`src/rtl/prog_delay_line_pkg.sv`:
```
// Shared types, limits and helpers for the programmable delay line.
package prog_delay_line_pkg;

  localparam int DW_MAX        = 32;
  localparam int MAX_DEPTH_MAX = 16;

  typedef enum logic {
    RUN   = 1'b0,
    DRAIN = 1'b1
  } state_e;

  // Map a requested depth into the legal range 1..max_depth.
  function automatic int unsigned clamp_depth(input int unsigned sel,
                                              input int unsigned max_depth);
    if (sel == 0) return 1;
    if (sel > max_depth) return max_depth;
    return sel;
  endfunction

endpackage

```
`src/rtl/prog_delay_stage.sv`:
```
// One delay-line register stage: data, valid and (with PROG_DELAY_LINE_PARITY_EN) a parity bit.
// clear_i drops the valid bit only; load_i captures the upstream stage.
module prog_delay_stage #(
  parameter int DW = 8
) (
  input  logic          clk,
  input  logic          rst_n,
  input  logic          load_i,
  input  logic          clear_i,
  input  logic          valid_i,
  input  logic [DW-1:0] data_i,
`ifdef PROG_DELAY_LINE_PARITY_EN
  input  logic          par_i,
  output logic          par_o,
`endif
  output logic          valid_o,
  output logic [DW-1:0] data_o
);

  logic          valid_q, valid_d;
  logic [DW-1:0] data_q, data_d;
`ifdef PROG_DELAY_LINE_PARITY_EN
  logic          par_q, par_d;
`endif

  always_comb begin
    valid_d = valid_q;
    data_d  = data_q;
`ifdef PROG_DELAY_LINE_PARITY_EN
    par_d   = par_q;
`endif
    if (clear_i) begin
      valid_d = 1'b0;
    end else if (load_i) begin
      valid_d = valid_i;
      data_d  = data_i;
`ifdef PROG_DELAY_LINE_PARITY_EN
      par_d   = par_i;
`endif
    end
  end

  // NOTE: reset is sampled on the clock edge and every register uses <= so all stages update together.
  always_ff @(posedge clk) begin
    if (!rst_n) begin
      valid_q <= 1'b0;
      data_q  <= '0;
`ifdef PROG_DELAY_LINE_PARITY_EN
      par_q   <= 1'b0;
`endif
    end else begin
      valid_q <= valid_d;
      data_q  <= data_d;
`ifdef PROG_DELAY_LINE_PARITY_EN
      par_q   <= par_d;
`endif
    end
  end

  assign valid_o = valid_q;
  assign data_o  = data_q;
`ifdef PROG_DELAY_LINE_PARITY_EN
  assign par_o   = par_q;
`endif

endmodule

```
`src/rtl/prog_delay_line.sv`:
```
// Programmable shift-register delay line with drain-before-depth-change, stall, flush and occupancy.
// Optional stage parity and parity_err output are enabled by PROG_DELAY_LINE_PARITY_EN.
module prog_delay_line
  import prog_delay_line_pkg::*;
#(
  parameter  int DW        = 8,
  parameter  int MAX_DEPTH = 8,
  parameter  int DEPTH_RST = 2,
  localparam int DEPTH_W   = $clog2(MAX_DEPTH + 1)
) (
  input  logic               clk,
  input  logic               rst_n,
  input  logic               en,
  input  logic               flush,
  input  logic               in_valid,
  output logic               in_ready,
  input  logic [DW-1:0]      in_data,
  input  logic [DEPTH_W-1:0] depth_sel,
  output logic               out_valid,
  output logic [DW-1:0]      out_data,
  output logic [DEPTH_W-1:0] cur_depth,
  output logic [DEPTH_W-1:0] occupancy
`ifdef PROG_DELAY_LINE_PARITY_EN
  ,
  output logic               parity_err
`endif
);

  if (DW < 1 || DW > DW_MAX) begin : g_bad_dw
    $error("prog_delay_line: DW out of range");
  end
  if (MAX_DEPTH < 2 || MAX_DEPTH > MAX_DEPTH_MAX) begin : g_bad_depth
    $error("prog_delay_line: MAX_DEPTH out of range");
  end
  if (DEPTH_RST < 1 || DEPTH_RST > MAX_DEPTH) begin : g_bad_rst
    $error("prog_delay_line: DEPTH_RST out of range");
  end

  state_e             state_q, state_d;
  logic [DEPTH_W-1:0] cur_depth_q, cur_depth_d;
  logic [DEPTH_W-1:0] occ_q, occ_d;

  logic               st_valid [MAX_DEPTH];
  logic [DW-1:0]      st_data  [MAX_DEPTH];
`ifdef PROG_DELAY_LINE_PARITY_EN
  logic               st_par   [MAX_DEPTH];
  logic               out_par;
`endif

  logic [DEPTH_W-1:0] depth_clamped;
  logic [DEPTH_W-1:0] out_idx;
  logic               depth_match;
  logic               accept;
  logic               shift;

  assign depth_clamped = DEPTH_W'(clamp_depth(32'(depth_sel), MAX_DEPTH));
  assign depth_match   = (depth_clamped == cur_depth_q);
  assign in_ready      = rst_n && (state_q == RUN) && !flush && depth_match;
  assign accept        = in_valid & in_ready & en;
  assign shift         = en & ~flush;
  assign out_idx       = cur_depth_q - DEPTH_W'(1);

  for (genvar i = 0; i < MAX_DEPTH; i++) begin : g_stage
    logic          v_in;
    logic [DW-1:0] d_in;
`ifdef PROG_DELAY_LINE_PARITY_EN
    logic          p_in;
`endif
    if (i == 0) begin : g_head
      assign v_in = accept;
      assign d_in = in_data;
`ifdef PROG_DELAY_LINE_PARITY_EN
      assign p_in = ^in_data;
`endif
    end else begin : g_tail
      // Words leaving the active window lose their valid bit, so a later depth
      // increase can never resurrect them as duplicates.
      assign v_in = st_valid[i-1] & (DEPTH_W'(i) < cur_depth_q);
      assign d_in = st_data[i-1];
`ifdef PROG_DELAY_LINE_PARITY_EN
      assign p_in = st_par[i-1];
`endif
    end

    prog_delay_stage #(.DW(DW)) u_stage (
      .clk     (clk),
      .rst_n   (rst_n),
      .load_i  (shift),
      .clear_i (flush),
      .valid_i (v_in),
      .data_i  (d_in),
`ifdef PROG_DELAY_LINE_PARITY_EN
      .par_i   (p_in),
      .par_o   (st_par[i]),
`endif
      .valid_o (st_valid[i]),
      .data_o  (st_data[i])
    );
  end

  // NOTE: every output of a combinational block gets a default first, so no path infers a latch.
  always_comb begin
    out_valid = 1'b0;
    out_data  = '0;
`ifdef PROG_DELAY_LINE_PARITY_EN
    out_par   = 1'b0;
`endif
    for (int i = 0; i < MAX_DEPTH; i++) begin
      if (DEPTH_W'(i) == out_idx) begin
        out_valid = st_valid[i];
        out_data  = st_data[i];
`ifdef PROG_DELAY_LINE_PARITY_EN
        out_par   = st_par[i];
`endif
      end
    end
  end

  always_comb begin
    occ_d       = occ_q;
    state_d     = state_q;
    cur_depth_d = cur_depth_q;
    if (flush) begin
      occ_d       = '0;
      state_d     = RUN;
      cur_depth_d = depth_clamped;
    end else begin
      if (en) begin
        if (accept && !out_valid)      occ_d = occ_q + DEPTH_W'(1);
        else if (!accept && out_valid) occ_d = occ_q - DEPTH_W'(1);
      end
      case (state_q)
        RUN: begin
          if (!depth_match) begin
            if (occ_q != '0) state_d     = DRAIN;
            else             cur_depth_d = depth_clamped;
          end
        end
        DRAIN: begin
          if (occ_q == '0) begin
            state_d     = RUN;
            cur_depth_d = depth_clamped;
          end
        end
        default: state_d = RUN;
      endcase
    end
  end

  always_ff @(posedge clk) begin
    if (!rst_n) begin
      state_q     <= RUN;
      cur_depth_q <= DEPTH_W'(DEPTH_RST);
      occ_q       <= '0;
    end else begin
      state_q     <= state_d;
      cur_depth_q <= cur_depth_d;
      occ_q       <= occ_d;
    end
  end

  assign cur_depth = cur_depth_q;
  assign occupancy = occ_q;
`ifdef PROG_DELAY_LINE_PARITY_EN
  assign parity_err = out_valid & ((^out_data) != out_par);
`endif

endmodule

```
`config.mk`:
```
export PLATFORM = sky130hd
export DESIGN_NAME = prog_delay_line
export DESIGN_NICKNAME = d
export VERILOG_FILES = /design/src/rtl/prog_delay_line_pkg.sv /design/src/rtl/prog_delay_stage.sv /design/src/rtl/prog_delay_line.sv
export SDC_FILE = /design/constraint.sdc
export NUM_CORES = 1
export LEC_CHECK = 0
export CORE_AREA = 8 8 92 94
export DETAILED_ROUTE_END_ITERATION = 12
export DIE_AREA = 0 0 100 102
export GPL_ROUTABILITY_DRIVEN = 0
export PLACE_DENSITY = 0.86
export SYNTH_ARGS = -nofsm -noshare
export SYNTH_HDL_FRONTEND = slang
export SYNTH_SLANG_ARGS = --single-unit
export TNS_END_PERCENT = 5
```
`constraint.sdc`:
```
create_clock -name clk -period 4.1 [get_ports clk]
set_clock_uncertainty 0.15 [all_clocks]
set_input_delay 0.82 -clock clk [delete_from_list [all_inputs] [get_ports clk]]
set_output_delay 0.82 -clock clk [all_outputs]
set_load 0.03 [all_outputs]
```
Word-level counts from Yosys, hierarchy flattened
Index checks and enable logic that the tools add are counted.

Magnitude comparators: 8. Reduce and logical (&&, ||, !) cells: 17. Add/subtract/negate cells: 3. Bitwise logic cells: 13. Muxes and demuxes: 34. Equal/unequal tests: 11.

Operator list (count): $mux 8 (8); $mux 4 (9); $eq 3x4->1 const A (4); $lt 3x4->1 const A (4); $mux 1 (15); $logic_not 4->1 (3); $and 1x1->1 (10); $eq 2x4->1 const A (2); $lt 2x4->1 const A (2); $pmux 4 s2 (1); $sub 4x1->4 const B (2); $ne 3x3->1 const B (2); $logic_and 1x1->1 (5); $add 4x1->4 const B (1); $eq 1x4->1 const A (1); $eq 4x4->1 (1); $gt 4x4->1 const B (1); $lt 1x4->1 const A (1); $reduce_and 2->1 (2); $reduce_bool 4->1 (1); $logic_not 1->1 (3); $ne 3x2->1 const B (1); $not 1->1 (3); $reduce_and 3->1 (1); other kinds (3) (3).

Input bits: 17. Register bits: 81. Output and inout port bits: 18.

Longest topological paths before layout
Gate-level depths: netlist of run 1.

Depth after elaboration: 14. Gate-level depth with buffers: 13. Depth with buffers taken out: 12.

By module
A second synthesis of run 1 with hierarchy kept.

Cells, all modules: 484. Area total of the unflattened synthesis: 4375.4 µm².

Modules (own cells, without submodules): prog_delay_stage (cells each 39, area an instance 381.6 µm², seq. area each 180.2 µm², instances 8); prog_delay_line (cells each 172, area an instance 1322.5 µm², seq. area each 180.2 µm², instances 1).

Worst setup path after synthesis of run 1
No wires, ideal clock.

Path type: input to register. Start: input depth_sel[0]. End: register occ_q[3] (netlist: occupancy[3]). Path slack: 0.979 ns. Cell stages on the path: 12. Arrival: 2.855 ns. Library setup time: 0.116 ns. Cells stage by stage: o21bai_1 > a21oi_1 > o2111ai_2 > nor3_1 > ha_1 > inv_1 > ha_1 > a21o_1 > a21oi_1 > xnor2_1 > a211oi_1 > a31o_2.

Word-level cells in the longest chain between the ends: 13.

RTL lines: start, declared (RTL line prog_delay_line.sv:18) `input logic [DEPTH_W-1:0] depth_sel,`; $gt 4x4->1 or $logic_not 4->1 (tied branches) (RTL line prog_delay_line_pkg.sv:16, prog_delay_line_pkg.sv:15); $mux 1, on equally long branches (RTL line prog_delay_line_pkg.sv:16, prog_delay_line_pkg.sv:15); $mux 1 or $mux 4 (tied branches) (RTL line prog_delay_line_pkg.sv:16) `if (sel > max_depth) return max_depth;`; $mux 4 (RTL line prog_delay_line_pkg.sv:17) `return sel;`; $mux 4 * (RTL line prog_delay_line_pkg.sv:16); $eq 4x4->1 * (RTL line prog_delay_line.sv:57) `assign depth_match = (depth_clamped == cur_depth_q);`; $logic_and 1x1->1 * (RTL line prog_delay_line.sv:58) `assign in_ready = rst_n && (state_q == RUN) && !flush && depth_match;`; $and 1x1->1 * (2 in series) (RTL line prog_delay_line.sv:59) `assign accept = in_valid & in_ready & en;`; net accept (RTL line prog_delay_line.sv:53) `logic accept;`; $logic_not 1->1 (RTL line prog_delay_line.sv:130) `else if (!accept && out_valid) occ_d = occ_q - DEPTH_W'(1);`; $logic_and 1x1->1 (RTL line prog_delay_line.sv:130); $reduce_bool 2->1 (no source line); $reduce_and 2->1 (no source line); end signal, assigned (RTL line prog_delay_line.sv:154) `occ_q <= '0;`; end signal, assigned (RTL line prog_delay_line.sv:158) `occ_q <= occ_d;`; end, declared (RTL line prog_delay_line.sv:41) `logic [DEPTH_W-1:0] occ_q, occ_d;`.

Mark *: on every way through the listed nets, which the timed path passes. The rest lies on a longest branch. The select of a mux whose other input is x is not followed. A chain may end at the register's enable or synchronous reset.

Worst setup path in the final report of run 1
Start: input depth_sel[3]. End: output in_ready.

Word-level cells in the longest chain between the ends: 7.

RTL lines: $gt 4x4->1 or $logic_not 4->1 (tied branches) (RTL line prog_delay_line_pkg.sv:16, prog_delay_line_pkg.sv:15); $mux 1, on equally long branches (RTL line prog_delay_line_pkg.sv:16, prog_delay_line_pkg.sv:15); $mux 1 or $mux 4 (tied branches) (RTL line prog_delay_line_pkg.sv:16); $mux 4 (RTL line prog_delay_line_pkg.sv:17); $mux 4 * (RTL line prog_delay_line_pkg.sv:16); $eq 4x4->1 * (RTL line prog_delay_line.sv:57); $logic_and 1x1->1 * (RTL line prog_delay_line.sv:58); end, declared (RTL line prog_delay_line.sv:16) `output logic in_ready,`.

Mark *: on every way between the ends. The rest lies on a longest branch, timed or not. The select of a mux whose other input is x is not followed.

==> qor.json, run 1 <==
{
  "clock_tree": {
    "tritoncts_clock_tree": "built",
    "cts_num_sinks": 81,
    "clock_buffer_count_from_cts": 9,
    "clkSlewWorstSetupHoldPaths_ns": 0.07,
    "cts_root_buffer": "clkbuf_8",
    "clock_path_buffers": 2,
    "post_cts_resize_count": 0,
    "number_of_buffers_inserted_for_hold_repair_after_clock_tree_synthesis": 0,
    "skew_pair_late_insertion_delay_ns": 0.35,
    "post-cts-setup-buffer-count": 0,
    "ctsHtreeMaxLevel": 3
  },
  "worst_setup_path": {
    "crit_chain": "clkdlybuf4s50_1, nor2b_1, xnor2_1, o2111ai_2, nor2_1, clkdlybuf4s50_1",
    "worst_setup_path_start_kind": "primary input",
    "worst_path_dominant_cell_family": "buffers and inverters",
    "timing.critical_path.required_ns": 3.13,
    "critical_path.endpoint_type": "output pin",
    "critPathSlowestCell": "clkdlybuf4s50_1",
    "critPathMaxStageDelay_ns": 0.69,
    "path_max_fanout": 6,
    "cp_data_arrival_time_ns": 2.87,
    "setup.worst_path.class": "primary input to output pin",
    "worstPathBufferInverterCount": 2,
    "critPathMostFrequentCell": "clkdlybuf4s50_1"
  },
  "floorplan": {
    "die_y_um": 102,
    "die_w_um": 100,
    "start_util_pct": 54.9,
    "fp-row-count": 31,
    "design.portCount": 35,
    "die_area_um2": 10200,
    "design.core.area_um2": 7060
  },
  "cells_and_area": {
    "final-seq-area_um2": 1620,
    "drive_above_1_share_pct": 7.35,
    "num-fill-cells": 629,
    "synthToLayoutAreaGrowth_pct": 14.2,
    "final_nets": 509,
    "antenna-diode-count": 0,
    "postLayoutCoreUtil_pct": 62.7,
    "stdcell_area_um2": 4430,
    "multi_input_logic_area_um2": 2050
  },
  "global_routing": {
    "grt.overflow.total": 0,
    "globalRouteMet2Util_pct": 29.2,
    "grt_first_pass_wirelength_um": 14800,
    "global_route.usage.total_pct": 18.1,
    "antenna_found_initial": 0,
    "grt_max_degree": 73,
    "busiest_layer": "met2",
    "global_route.usage.met3_pct": 2.45,
    "grt.met1_usage_pct": 22.3,
    "grt_pass1_vias": 3147
  },
  "route": {
    "detail_route.iter0.violations": 256,
    "drcViolationCount": 0,
    "wirelength_um": 8820,
    "antenna_left": 0,
    "vias_per_cell": 5.61,
    "drt-wirelength-per-cell_um": 15.0,
    "detailed_routing_iterations_pass_1": 4,
    "vias": 3306
  },
  "synth": {
    "synth.top_cells.by_count": "142 x nand2_1, 81 x dfxtp_1, 32 x a21boi_0, 32 x a21boi_1, 24 x clkbuf_1",
    "dominantRegCellSynth": "dfxtp_1",
    "yosys.cell_count.top_type": "nand2_1",
    "synth-edff-count": 0,
    "synth-warning-count": 0,
    "mappedNetlistNets": 488,
    "part_of_the_yosys_area_used_for_sequential_elements_pct": 41.8,
    "synthesis.area_um2": 3880,
    "synth_cells": 467,
    "syn_avg_cell_area_um2": 8.31,
    "yosys_register_bits": 81,
    "synth_largest_type_area_fraction_pct": 41.8,
    "synth_top_area_cell": "dfxtp_1",
    "yosys_cell_types": 46,
    "yosys-top-cells-area": "dfxtp_1 42%, nand2_1 14%, a21boi_0 6.2%, a21boi_1 6.2%, mux2_1 4.6%",
    "asyncSetResetFlopFracSynth_pct": 0
  },
  "placed_design": {
    "hpwlAfterDp_um": 5750,
    "cell_area_placed_um2": 4280,
    "io_buffer_count": 34
  },
  "timing": {
    "final_max_slew_viol_count": 0,
    "rsz0062_at_grt": "false",
    "timing.final.hold_violations": 0,
    "min_period_ns": 3.84,
    "post-route-period-util_pct": 93.6,
    "maxSlewHeadroom_pct": 52.6,
    "max_freq_ghz": 0.261,
    "max_slew.worst_pin.slew_ns": 0.705,
    "setup_viol_count_final": 0,
    "setup_tns_ns": 0
  },
  "power_and_ir_drop": {
    "p_per_area_nw_per_um2": 337,
    "cellLeakagePower_uw": 0.00161,
    "ir_drop_uv": 167
  },
  "run": {
    "max_cap_viol_count": 0
  },
  "worst_hold_path": {
    "worstHoldPathType": "flop to flop"
  },
  "status": {
    "run_status": "complete, no violations"
  }
}
worst paths after layout:
path	from	endpoint	slack (ns)	cells past startpoint
worst max-delay path	depth_sel[3]	in_ready	0.26	6
worst min-delay path	g_stage[5].u_stage.data_o[0]$_SDFFE_PN0P_	g_stage[6].u_stage.data_o[0]$_SDFFE_PN0P_	0.32	2
worst max register to register	cur_depth[1]$_SDFFE_PN1P_	occupancy[3]$_SDFFE_PP0P_	0.91	12
worst min register to register	g_stage[5].u_stage.data_o[0]$_SDFFE_PN0P_	g_stage[6].u_stage.data_o[0]$_SDFFE_PN0P_	0.32	2
state kept, by name, indices dropped and copies added (netlist names):
signal and flops:
g_stage.u_stage.valid_o 8, cur_depth 4, g_stage.u_stage.data_o 64, occupancy 4, state_q 1
area by class of cell:
cell class                      count  share of cell area, %
Timing Repair Buffer               48                   10.2
Sequential cell                    81                   36.6
Multi-Input combinational cell    340                   46.4
Tap cell                           99                   2.80
Clock inverter                      1                  0.113
Inverter                            8                  0.678
Clock buffer                       12                   3.28
tightest hold or removal path: cells and delay by family (launching register included):
kind	cells	cell delay, ns
flops	1	0.32
simple gates	1	0.06
compound gates	1	0.05
cells in the final DEF, fill, tap and decap left out, drive strengths merged, types with 2 or more instances in the layout:
cell	instances
nand3	6
a21oi	11
clkbuf	12
a221o	2
ha	3
a2111oi	7
nand2b	3
inv	8
xnor2	4
dfxtp	81
mux2i	6
o22ai	8
nor3b	2
a31o	2
nor2b	5
a221oi	8
a21o	10
nand2	142
mux2	16
clkdlybuf4s50	32
a211oi	2
nor2	22
buf	16
a21boi	64
metrics by stage:
stage	setup WS, ns	hold slack (ns)	cells	power (uW)
after global placement	0.331	0.293	576	1010
after detailed placement	0.228	0.306	576	1020
after global routing	0.207	0.332	589	1550
final	0.263	0.317	589	1490
after CTS	0.278	0.317	589	1500
after floorplan	0.979	0.282	467	951
report_power, final:
part | switching [uW] | leakage [uW] | internal, uW
clock network | 265 | 0.0000782 | 226
logic | 115 | 0.000873 | 80.8
registers | 10.2 | 0.000654 | 795
kinds of logic (layout without fill, tap and decap cells):
group / Yosys count / count (layout) / synth area share (%)
flip-flops: 81 / 81 / 41.8
multiplexers: 22 / 22 / 6.19
XOR/XNOR: 4 / 4 / 0.903
AO/OA/AOI/OAI: 125 / 125 / 24.5
AND/OR/NAND/NOR: 185 / 185 / 19.6
adder cells (fa/ha/maj): 4 / 4 / 1.48
buffers and inverters: 46 / 69 / 5.52
routing by layer:
| metal | part of all wire (%) | vias up |
|---|---|---|
| met2 | 48 | 91 |
| met4 | 2.7 | 0 |
| met5 | 0 | - |
| met1 | 44 | 1562 |
| li1 | - | 1635 |
| met3 | 5.7 | 18 |
(Power assumes the default switching activity.)
==> inputs of run 2 (changes only) <==
--- a/config.mk
+++ b/config.mk
@@ -5,6 +5,7 @@
 export SDC_FILE = /design/constraint.sdc
 export NUM_CORES = 1
 export LEC_CHECK = 0
+export ABC_CLOCK_PERIOD_IN_PS = 4100
 export CORE_AREA = 8 8 92 94
 export DETAILED_ROUTE_END_ITERATION = 12
 export DIE_AREA = 0 0 100 102
==> results of run 2 <==
The final DEF is identical to that of run 1; final timing and power are the same.
